## src/rtl/proto_byte_window.sv

```systemverilog
// proto_byte_window
//   Buffers a serial byte stream (valid/ready, one byte per cycle) in a
//   DEPTH-entry FIFO and presents the four oldest bytes as a window for the
//   protobuf key decoder. The window never spans a message boundary. Downstream
//   logic retires 1-4 bytes per cycle (consume) or bulk-discards a payload (skip).
//
//   Optional feature: define PROTO_WINDOW_BYTE_COUNT_EN to add io_byte_count,
//   a free-running 32-bit count of all bytes retired by consume or skip.
//
// Ports
//   clock, reset (async, active-low)
//   io_in_valid/io_in_ready/io_in_data/io_in_last : byte input handshake
//   io_input_0..3        : window lanes, _0 oldest, masked lanes read 0
//   io_window_valid/count/last : window status
//   io_consume_valid/count     : retire 1-4 bytes from the head
//   io_skip_valid/len/busy     : discard len bytes
//   io_error             : sticky protocol error
//   io_byte_count        : retired byte counter (PROTO_WINDOW_BYTE_COUNT_EN only)
module proto_byte_window #(
   parameter int DEPTH = 8
) (
   input  logic        clock,
   input  logic        reset,
   input  logic        io_in_valid,
   output logic        io_in_ready,
   input  logic [7:0]  io_in_data,
   input  logic        io_in_last,
   output logic [7:0]  io_input_0,
   output logic [7:0]  io_input_1,
   output logic [7:0]  io_input_2,
   output logic [7:0]  io_input_3,
   output logic        io_window_valid,
   output logic [2:0]  io_window_count,
   output logic        io_window_last,
   input  logic        io_consume_valid,
   input  logic [2:0]  io_consume_count,
   input  logic        io_skip_valid,
   input  logic [15:0] io_skip_len,
   output logic        io_skip_busy,
   output logic        io_error
`ifdef PROTO_WINDOW_BYTE_COUNT_EN
  ,output logic [31:0] io_byte_count
`endif
);

   localparam int AW = $clog2(DEPTH);

   typedef enum logic {ST_NORMAL, ST_SKIP} state_t;

   state_t         state_q, state_d;
   logic [8:0]     mem_q [DEPTH];
   logic [8:0]     mem_d [DEPTH];
   logic [AW-1:0]  rptr_q, rptr_d;
   logic [AW-1:0]  wptr_q, wptr_d;
   logic [AW:0]    occ_q, occ_d;
   logic [15:0]    rem_q, rem_d;
   logic           err_q, err_d;

   logic           push;
   logic [2:0]     pop;
   logic [7:0]     win_data [4];
   logic [2:0]     win_cnt;
   logic           win_last;
   logic           win_stop;
   logic [15:0]    skip_lim;
   logic [2:0]     skip_disc;
   logic           skip_overrun;
   logic           skip_stop;
   logic [8:0]     ent;

   // Window: walk the head entries, stop after the first message-final byte
   always_comb begin
      win_cnt  = '0;
      win_last = 1'b0;
      win_stop = 1'b0;
      ent      = '0;
      for (int unsigned i = 0; i < 4; i++) begin
         win_data[i] = '0;
         if (!win_stop && ((AW+1)'(i) < occ_q)) begin
            ent         = mem_q[rptr_q + AW'(i)];
            win_data[i] = ent[7:0];
            win_cnt     = win_cnt + 3'd1;
            if (ent[8]) begin
               win_last = 1'b1;
               win_stop = 1'b1;
            end
         end else begin
            win_stop = 1'b1;
         end
      end
   end

   // Skip discard: d = min(4, occupancy, remaining), truncated at a last byte.
   // A last byte with more still owed is an overrun.
   always_comb begin
      skip_lim = 16'd4;
      if (16'(occ_q) < skip_lim) skip_lim = 16'(occ_q);
      if (rem_q < skip_lim) skip_lim = rem_q;
      skip_disc    = '0;
      skip_overrun = 1'b0;
      skip_stop    = 1'b0;
      for (int unsigned i = 0; i < 4; i++) begin
         if (!skip_stop && (16'(i) < skip_lim)) begin
            skip_disc = skip_disc + 3'd1;
            if (mem_q[rptr_q + AW'(i)][8]) begin
               skip_stop = 1'b1;
               if (rem_q > 16'(i + 1)) skip_overrun = 1'b1;
            end
         end
      end
   end

   assign io_input_0      = win_data[0];
   assign io_input_1      = win_data[1];
   assign io_input_2      = win_data[2];
   assign io_input_3      = win_data[3];
   assign io_window_count = win_cnt;
   assign io_window_last  = win_last;
   assign io_window_valid = (state_q == ST_NORMAL) && ((win_cnt == 3'd4) || win_last);
   assign io_in_ready     = occ_q < (AW+1)'(DEPTH);
   assign io_skip_busy    = (state_q == ST_SKIP);
   assign io_error        = err_q;

   assign push = io_in_valid && io_in_ready;

   // Control: consume is applied before a same-cycle skip is loaded
   always_comb begin
      state_d = state_q;
      rem_d   = rem_q;
      err_d   = err_q;
      pop     = '0;
      unique case (state_q)
         ST_NORMAL: begin
            if (io_consume_valid) begin
               if (io_window_valid && (io_consume_count != 3'd0) &&
                   (io_consume_count <= win_cnt))
                  pop = io_consume_count;
               else
                  err_d = 1'b1;
            end
            if (io_skip_valid && (io_skip_len != '0)) begin
               rem_d   = io_skip_len;
               state_d = ST_SKIP;
            end
         end
         ST_SKIP: begin
            if (io_consume_valid || io_skip_valid) err_d = 1'b1;
            pop = skip_disc;
            if (skip_overrun) begin
               err_d   = 1'b1;
               rem_d   = '0;
               state_d = ST_NORMAL;
            end else begin
               rem_d = rem_q - 16'(skip_disc);
               if (rem_d == '0) state_d = ST_NORMAL;
            end
         end
         default: state_d = ST_NORMAL;
      endcase
   end

   always_comb begin
      mem_d = mem_q;
      if (push) mem_d[wptr_q] = {io_in_last, io_in_data};
      wptr_d = wptr_q + AW'(push);
      rptr_d = rptr_q + AW'(pop);
      occ_d  = occ_q + (AW+1)'(push) - (AW+1)'(pop);
   end

   always_ff @(posedge clock or negedge reset) begin
      if (!reset) begin
         state_q <= ST_NORMAL;
         mem_q   <= '{default: '0};
         rptr_q  <= '0;
         wptr_q  <= '0;
         occ_q   <= '0;
         rem_q   <= '0;
         err_q   <= 1'b0;
      end else begin
         state_q <= state_d;
         mem_q   <= mem_d;
         rptr_q  <= rptr_d;
         wptr_q  <= wptr_d;
         occ_q   <= occ_d;
         rem_q   <= rem_d;
         err_q   <= err_d;
      end
   end

`ifdef PROTO_WINDOW_BYTE_COUNT_EN
   logic [31:0] byte_cnt_q, byte_cnt_d;

   always_comb byte_cnt_d = byte_cnt_q + 32'(pop);

   always_ff @(posedge clock or negedge reset) begin
      if (!reset) byte_cnt_q <= '0;
      else        byte_cnt_q <= byte_cnt_d;
   end

   assign io_byte_count = byte_cnt_q;
`endif

endmodule
```

## config.mk

```make
export PLATFORM = sky130hd
export DESIGN_NAME = proto_byte_window
export DESIGN_NICKNAME = d
export VERILOG_FILES = /design/src/rtl/proto_byte_window.sv
export SDC_FILE = /design/constraint.sdc
export NUM_CORES = 1
export LEC_CHECK = 0
export CAP_MARGIN = 40
export CORE_MARGIN = 5
export CORE_UTILIZATION = 65
export CTS_BUF_LIST = sky130_fd_sc_hd__clkbuf_4 sky130_fd_sc_hd__clkbuf_8
export DETAILED_ROUTE_END_ITERATION = 12
export PLACE_DENSITY_LB_ADDON = 0.15
export SLEW_MARGIN = 20
export SYNTH_ARGS = -nofsm -noshare
export SYNTH_HDL_FRONTEND = slang
export SYNTH_SLANG_ARGS = --single-unit
```

## constraint.sdc

```tcl
create_clock -name clock -period 10.88 [get_ports clock]
set_clock_uncertainty 0.1 [all_clocks]
set_input_delay 2.176 -clock clock [delete_from_list [all_inputs] [get_ports clock]]
set_output_delay 2.176 -clock clock [all_outputs]
set_load 0.02 [all_outputs]
```

After elaboration in Yosys (flattened, before gate mapping):

Cells that the tools add are included.

* output and inout port bits: 40
* input port bits: 33
* bits in registers: 100

* add/subtract/negate cells: 14
* order comparisons: 22
* equal/unequal tests: 5
* bitwise operators: 6
* reduce and logical (&&, ||, !) cells: 24
* muxes and demuxes: 74

Operators with widths (count)
* binary-select mux 9 bit (select 3 bit): 4
* 2-to-1 mux 9 bit: 9
* bitwise mux 72 bit: 1
* 2-to-1 mux 16 bit: 3
* 2-to-1 mux 1 bit: 39
* > comparator 16 x 2 -> 1 bit (second input constant): 2
* < comparator 1 x 16 -> 1 bit (first input constant): 2
* < comparator 2 x 16 -> 1 bit (first input constant): 2
* 2-to-1 mux 8 bit: 4
* case mux 16 bit (2 select lines): 1
* demux 9 bit (select 3 bit): 1
* 2-to-1 mux 3 bit: 8
* adder 3 x 1 -> 3 bit (second input constant): 7
* >= comparator 4 bit (second input constant): 5
* inverter 3 -> 4 bit: 5
* > comparator 16 x 1 -> 1 bit (second input constant): 1
* > comparator 16 x 3 -> 1 bit (second input constant): 1
* logical NOT 16 bit: 1
* < comparator 16 bit: 1
* nonzero test 16 bit: 1
* subtractor 16 x 3 -> 16 bit: 1
* logical AND 1 bit: 12
* < comparator 1 x 4 -> 1 bit (first input constant): 2
* < comparator 2 x 4 -> 1 bit (first input constant): 2
* other kinds (21): 30

Depth between registers and ports, before layout:

Gate-level depths: netlist of the first run.

* depth after elaboration: 24
* depth in mapped cells: 27
* mapped depth without buffers: 25

Worst setup path before layout of the first run:

Ideal clock, no wire load.

* path kind: register -> output
* start: register rptr_q[0]
* end: output io_window_valid
* stages on the path, launching flop included: 15
* path buffers: 3
* arrival: 3899 ps
* required time: 8604 ps
* path slack: 4705 ps
* path through: dfrtp_1 -> buf_2 -> clkinv_1 -> ha_1 -> buf_1 -> mux4_2 -> a211o_1 -> buf_1 -> mux2i_1 -> ha_1 -> nand2_1 -> a211o_1 -> a21oi_2 -> a21oi_1 -> nor2_1

* word-level cells in the longest chain between the ends: 18
* elaborated cells on any way between the ends: 46
* classes of those cells: add/sub: 5; eq/ne: 1; mux: 28; bitwise: 4; reduce/logical: 8

RTL lines
* start: declaration: RTL line 53 `logic [AW-1:0] rptr_q, rptr_d;`
* start signal: assignment: RTL line 182 `rptr_q <= rptr_d;`
* parallel branches: the longest is 14 deep, another holds adder 3 x 1 -> 3 bit
* 2-to-1 mux 3 bit (*): RTL line 79 `if (!win_stop && ((AW+1)'(i) < occ_q)) begin`
* net io_window_count[2]: RTL line 33 `output logic [2:0] io_window_count,`
* equality test 3 bit (*): RTL line 119 `assign io_window_valid = (state_q == ST_NORMAL) && ((win_cnt == 3'd4) || win_last);`
* logical OR 1 bit (*): RTL line 119
* logical AND 1 bit (*): RTL line 119
* end: declaration: RTL line 32 `output logic io_window_valid,`

Mark *: on every way through the listed nets, which the timed path passes. The select of a mux whose other input is x is not followed.

Final worst setup path of the first run:

* start: register rptr_q[0]
* end: output io_window_valid

* word-level cells in the longest chain between the ends: 18
* elaborated cells on any way between the ends: 46
* classes of those cells: add/sub: 5; eq/ne: 1; mux: 28; bitwise: 4; reduce/logical: 8

RTL lines (RTL line)
* parallel branches: the longest is 16 deep, another holds adder 3 x 1 -> 3 bit
* logical OR 1 bit (*): 119
* logical AND 1 bit (*): 119

Every way passes the cells marked *. The select of a mux whose other input is x is not followed.

==> results of run 1 <==
worst min path at each step:
stage                                        to
after floorplan           mem_q[71]$_DFFE_PN0P_
after global placement     mem_q[8]$_DFFE_PN0P_
after detailed placement  mem_q[44]$_DFFE_PN0P_
after CTS                 mem_q[44]$_DFFE_PN0P_
after global routing       mem_q[8]$_DFFE_PN0P_
final                     mem_q[44]$_DFFE_PN0P_
placed cells by master (no fill, tap or decap), types with 6 or more instances in the layout:
master	synthesis	final
mux2i_1	37	37
a21oi_1	19	19
nor3b_1	6	6
buf_4	0	11
clkdlybuf4s50_1	0	71
nand3b_1	9	9
nand2_1	30	30
nor4_1	7	7
nor3_1	13	13
xnor2_1	13	12
mux4_2	59	59
o21ai_0	14	14
nand3_1	15	15
nand4_1	6	6
clkbuf_8	0	10
inv_1	28	28
xor2_1	8	8
ha_1	26	26
mux2_2	80	80
dfrtp_1	100	99
nor2_1	51	50
worst register-to-register path, stage by stage (launching register included):
cell,delay [ps]
dfrtp_4,720
buf_16,310
clkinv_1,300
ha_1,710
buf_8,240
mux4_2,440
a211o_1,580
xnor2_1,230
ha_1,320
a211oi_1,70
a21oi_1,240
inv_1,80
ha_1,300
a21o_1,180
a21oi_1,130
a31oi_1,50
nor3_1,390
a32o_1,310
ha_1,250
inv_1,60
ha_1,160
inv_1,60
fa_1,380
xnor2_1,140
flip-flops by register name, indices dropped and copies added (netlist names):
| name | cells |
|---|---|
| mem_q | 72 |
| rem_q | 16 |
| occ_q | 4 |
| rptr_q | 3 |
| wptr_q | 3 |
| io_error | 1 |
| io_skip_busy | 1 |
metrics by stage:
step / instance area, um^2 / worst slack [ps] / hold WS (ps)
floorplan: 7370 / 4700 / 391
global placement: 8210 / 3070 / 403
detailed placement: 8280 / 3490 / 418
CTS: 8470 / 3030 / 442
global route: 8500 / 2810 / 464
finish: 8500 / 3060 / 443
cells by family (layout without fill, tap and decap cells):
logic type               after synthesis  after routing  synth area share
buffers and inverters                 62            132            0.0323
flip-flops                           100            100             0.340
XOR/XNOR                              22             22            0.0272
AND/OR/NAND/NOR                      165            165             0.118
AO/OA/AOI/OAI                         75             75            0.0710
other                                  1              1          0.000509
adder cells (fa/ha/maj)               29             29            0.0523
multiplexers                         180            180             0.359
routing by layer:
metal  up-vias  share of wire  track usage  routed length, um
met3        63          0.074       0.0601               1440
met5         -              0            0                  0
met2       293           0.51        0.514               9890
met1      2898           0.38        0.364               7330
met4         0          0.045        0.151                870
li1       2533              -            -                  -
cell type report:
class                           instances  area [um^2]
Clock buffer                           10          138
Clock inverter                          6         53.8
Fill cell                             729         2490
Inverter                               30          113
Multi-Input combinational cell        472         4640
Sequential cell                       100         2510
Tap cell                              140          175
Timing Repair Buffer                   86          875
==> results.yml, run 1 <==
floorplanning:
  die_h_um: 116
  pin_count: 73
  die-width_um: 116
  placementRows: 38
  start_util: 0.671
  core_um2: 11000
  die_area_um2: 13600
logic_synthesis:
  synth.most_common_cell: "dfrtp_1"
  yosys.area.top_type: "dfrtp_1"
  synthArstFlopShare: 1.00
  synth-edff-count: 0
  netlist_area_um2: 7370
  synthTopCellsByCount: "100 x dfrtp_1, 80 x mux2_2, 59 x mux4_2"
  synth_cell_types: 59
  synth_warnings: 0
  netlist_instances: 634
  synth_seq_cells: 100
  syn-num-nets: 696
  ys.flop_type: "dfrtp_1"
  synth.top_cell.area_share: 0.340
  ys_seq_area_frac: 0.340
  avgSynthCellArea_um2: 11.6
  netlist_top_cells_area: "dfrtp_1 34%, mux4_2 18%, mux2_2 12%, mux2i_1 5.0%, ha_1 4.4%"
global_routing:
  grt_usage: 0.301
  overflow: 0
  grt_max_degree: 67
  grt_pass1_wl_um: 30900
  grt_pass1_vias: 5984
  antenna_found_initial: 0
critical_path:
  reg2reg_slack_ps: 4010
  r2r_cells: 23
  crit_chain: "buf_16, clkinv_1, ha_1, buf_8, mux4_2, a211o_1, xnor2_1, ha_1, or2_2, mux2i_1, a21oi_1, nor2_1, clkdlybuf4s50_1"
  crit_cells: 13
  path_common_cell: "ha_1"
  startpoint_type: "flop"
  crit_slowest_cell: "dfrtp_4"
  cp-startpoint: "rptr_q[0]$_DFF_PN0_"
  rr_endpoint: "occ_q[2]$_DFF_PN0_"
  cp.required_ps: 8600
  crit_family: "buffers and inverters"
  cpPeakStageDelay_ps: 720
  endpoint: "io_window_valid"
  cp-end-kind: "output port"
  cp_num_buf_inv: 4
  r2r_start: "rptr_q[0]$_DFF_PN0_"
  crit_type: "flop to output port"
  arrival_ps: 5540
  cp_max_fo: 43
clocking:
  clkSinkCount: 100
  h-tree-depth: 3
  clockBufferDepth: 2
  cts_setup_buffers: 0
  cts_resized: 0
  cts-root-buf: "clkbuf_8"
  cts-buffers-inserted: 9
  worstSkewPairLatency_ps: 400
  cts_hold_buf: 0
  cts_tree: "yes"
  clk_pin_slew_ps: 110
sta:
  hold_violations: 0
  fmax_mhz: 128
  setup_viol: 0
  report.final.slew_viol_count: 0
  period_share: 0.719
  finalSetupTns_ps: 0
  period_needed_ps: 7820
  worst_slew_pin_slew_ps: 811
  rsz0062_at_grt: "no"
  max-slew-margin-rel: 0.458
cells_and_area:
  utilization: 0.774
  area.growth.synth_to_final_pct: 15.3
  drive_gt1_frac: 0.259
  stdcell_count: 844
  antenna_cells: 0
  nets: 761
job:
  drv_cap: 0
place:
  io_buffers: 72
  place_inst: 827
  gp_congestion: 0.903
  dp_hpwl_um: 13700
hold_path:
  hold_class: "flop to flop"
  worstHoldStart: "mem_q[44]$_DFFE_PN0P_"
  hold_depth: 1
detailed_routing:
  dr.first_iter.drc_count: 505
  finalWirelength_um: 19500
  wl_per_cell_um: 23.1
  first_pass_iters: 5
  via_count: 5787
  vias_per_cell: 6.86
  post-route-drc-count: 0
  antenna_left: 0
status:
  outcome: "complete, no violations"
Power of run 1 is left out: the tool's default activity adds up to more than one toggle a clock period on the data nets, which glitch-free logic cannot reach.
==> run 2: changes to the inputs <==
- CORE_UTILIZATION: 65 -> 60
- clock period: 10.88 -> 7.4 ns (I/O delays scaled with it)
==> run 2 against run 1 <==
Worst hold slack worse by 9.5 ps. Critical path depth is 2 lower. Sequential share of layout area is 0.25 points lower. Wire length is 0.25% lower. Sequential cell count stayed put. First-iteration DRC count is 4.8% lower. Global-route usage is 2.6 points lower. Die area is 7.6% higher. Register-to-register slack worse by 2600 ps. Via count is 1.5% lower. Final cell count is 1.1% higher. Core utilization is 6.0 points lower. Highest routed layer unchanged.
==> results.yml, run 2 (synthesis gave the netlist of run 1 again) <==
status:
  outcome: "complete, no violations"
hold_path:
  worstHoldStart: "mem_q[62]$_DFFE_PN0P_"
  whs_endpoint: "mem_q[62]$_DFFE_PN0P_"
  hold_depth: 1
  hold_class: "flop to flop"
cells_and_area:
  finalInstanceArea_um2: 8570
  drive_gt1_frac: 0.259
  final_cell_mix: "99 x dfrtp_1, 80 x mux2_2, 71 x clkdlybuf4s50_1"
  largest_reg_flops: 72
  final_common_cell: "dfrtp_1"
  largest_register: "mem_q"
  area.growth.synth_to_final_pct: 16.3
  largestRegisters: "mem_q (72), rem_q (16), occ_q (4)"
  antenna_cells: 0
  nets: 763
  utilization: 0.713
global_routing:
  grt_max_degree: 67
  grtUsageMet3: 0.0645
  gr-max-usage-layer: "met2"
  grt_pass1_wl_um: 31100
  overflow: 0
  grt_pass1_vias: 5883
  grtUsageMet2: 0.461
  antenna_found_initial: 0
  met1_usage: 0.347
  grt_usage: 0.275
sta:
  worst_slew_pin_slew_ps: 820
  fin_ws_ps: 1140
  hold_violations: 0
  rsz0062_at_grt: "no"
  report.final.slew_viol_count: 0
  finalSetupTns_ps: 0
  setup_viol: 0
  fmax_mhz: 160
  period_share: 0.846
  period_needed_ps: 6260
  max-slew-margin-rel: 0.452
critical_path:
  startpoint_type: "flop"
  crit_chain: "ha_1, xor2_2, mux4_2, a211o_1, xnor2_1, ha_1, or2_2, mux2i_1, a21oi_1, nor2_1, clkdlybuf4s50_1"
  arrival_ps: 4680
  crit_family: "multiplexers"
  reg2reg_slack_ps: 1440
  crit_slowest_cell: "dfrtp_1"
  rr_endpoint: "occ_q[2]$_DFF_PN0_"
  r2r_cells: 21
  path_common_cell: "ha_1"
  cp_num_buf_inv: 1
  cp_max_fo: 14
  cp.required_ps: 5820
  r2r_start: "rptr_q[1]$_DFF_PN0_"
  crit_type: "flop to output port"
  cpPeakStageDelay_ps: 710
  cp-end-kind: "output port"
detailed_routing:
  wl_per_cell_um: 22.8
  antenna_left: 0
  vias_per_cell: 6.69
  via_count: 5703
  finalWirelength_um: 19500
  first_pass_iters: 5
  post-route-drc-count: 0
  dr.first_iter.drc_count: 481
clocking:
  clockBufferDepth: 2
  clk_pin_slew_ps: 100
  clkSinkCount: 100
  cts_setup_buffers: 0
  cts_hold_buf: 0
  h-tree-depth: 3
  worstSkewPairLatency_ps: 390
  cts_resized: 0
  cts_tree: "yes"
  cts-buffers-inserted: 9
  cts-root-buf: "clkbuf_8"
place:
  dp_hpwl_um: 13500
  post-place-ws_ps: 1450
  io_buffers: 72
  gp_congestion: 0.922
  placed_cell_area_um2: 8260
floorplanning:
  die_area_um2: 14600
  die_h_um: 121
  core_um2: 12000
  start_util: 0.613
  placementRows: 40
  pin_count: 73
  die-width_um: 121
job:
  drv_cap: 0
run 2: changes by cell type in the layout (fill, tap and decap cells not counted):
cell	delta
inv_6	+1
buf_8	-1
buf_6	-1
buf_4	+4
nor2_1	+1
clkinv_4	+1
nor2_2	-1
inv_8	-2
bufinv_16	+3
clkinvlp_4	-3
run 2: through the flow:
step	instances	hold WS, ps
detailed placement	835	412
CTS	851	434
global placement	834	408
finish	853	433
global route	853	464
floorplan	634	391
run 2: worst max path at each step:
| stage | slack [ps] | depth (start not counted) | startpoint | end |
|---|---|---|---|---|
| floorplan | 1510 | 24 | rptr_q[0]$_DFF_PN0_ | occ_q[2]$_DFF_PN0_ |
| global placement | 1530 | 22 | rptr_q[0]$_DFF_PN0_ | occ_q[2]$_DFF_PN0_ |
| detailed placement | 1450 | 21 | rptr_q[1]$_DFF_PN0_ | occ_q[2]$_DFF_PN0_ |
| CTS | 1120 | 11 | rptr_q[1]$_DFF_PN0_ | io_window_valid |
| global route | 960 | 11 | rptr_q[1]$_DFF_PN0_ | io_window_valid |
| finish | 1140 | 11 | rptr_q[1]$_DFF_PN0_ | io_window_valid |
run 2: routing by layer:
metal,share of wire,vias to the layer above
met4,0.032,0
li1,-,2540
met1,0.40,2878
met2,0.50,244
met5,0,-
met3,0.068,41
run 2: final cells by class:
type | instances | area (um^2)
multi-input cells | 472 | 4630
repair buffers | 88 | 878
well taps | 147 | 184
flip-flops and latches | 100 | 2510
fillers | 871 | 3440
clock inverters | 6 | 116
clock buffers | 10 | 138
inverters | 30 | 113
run 2: worst register-to-register path, stage by stage (launching register included):
cell and delay, ps:
dfrtp_1 710, ha_1 300, xor2_2 190, mux4_2 640, a211o_1 580, xnor2_1 230, ha_1 330, a211oi_1 210
a21oi_1 90, inv_1 90, ha_1 230, a21o_1 180, a21oi_1 140, a31oi_1 50, nor3_1 380, a32o_1 340
ha_1 260, inv_1 60, ha_1 150, inv_1 50, fa_1 380, xnor2_1 180
Power of run 2 is left out for the same reason.
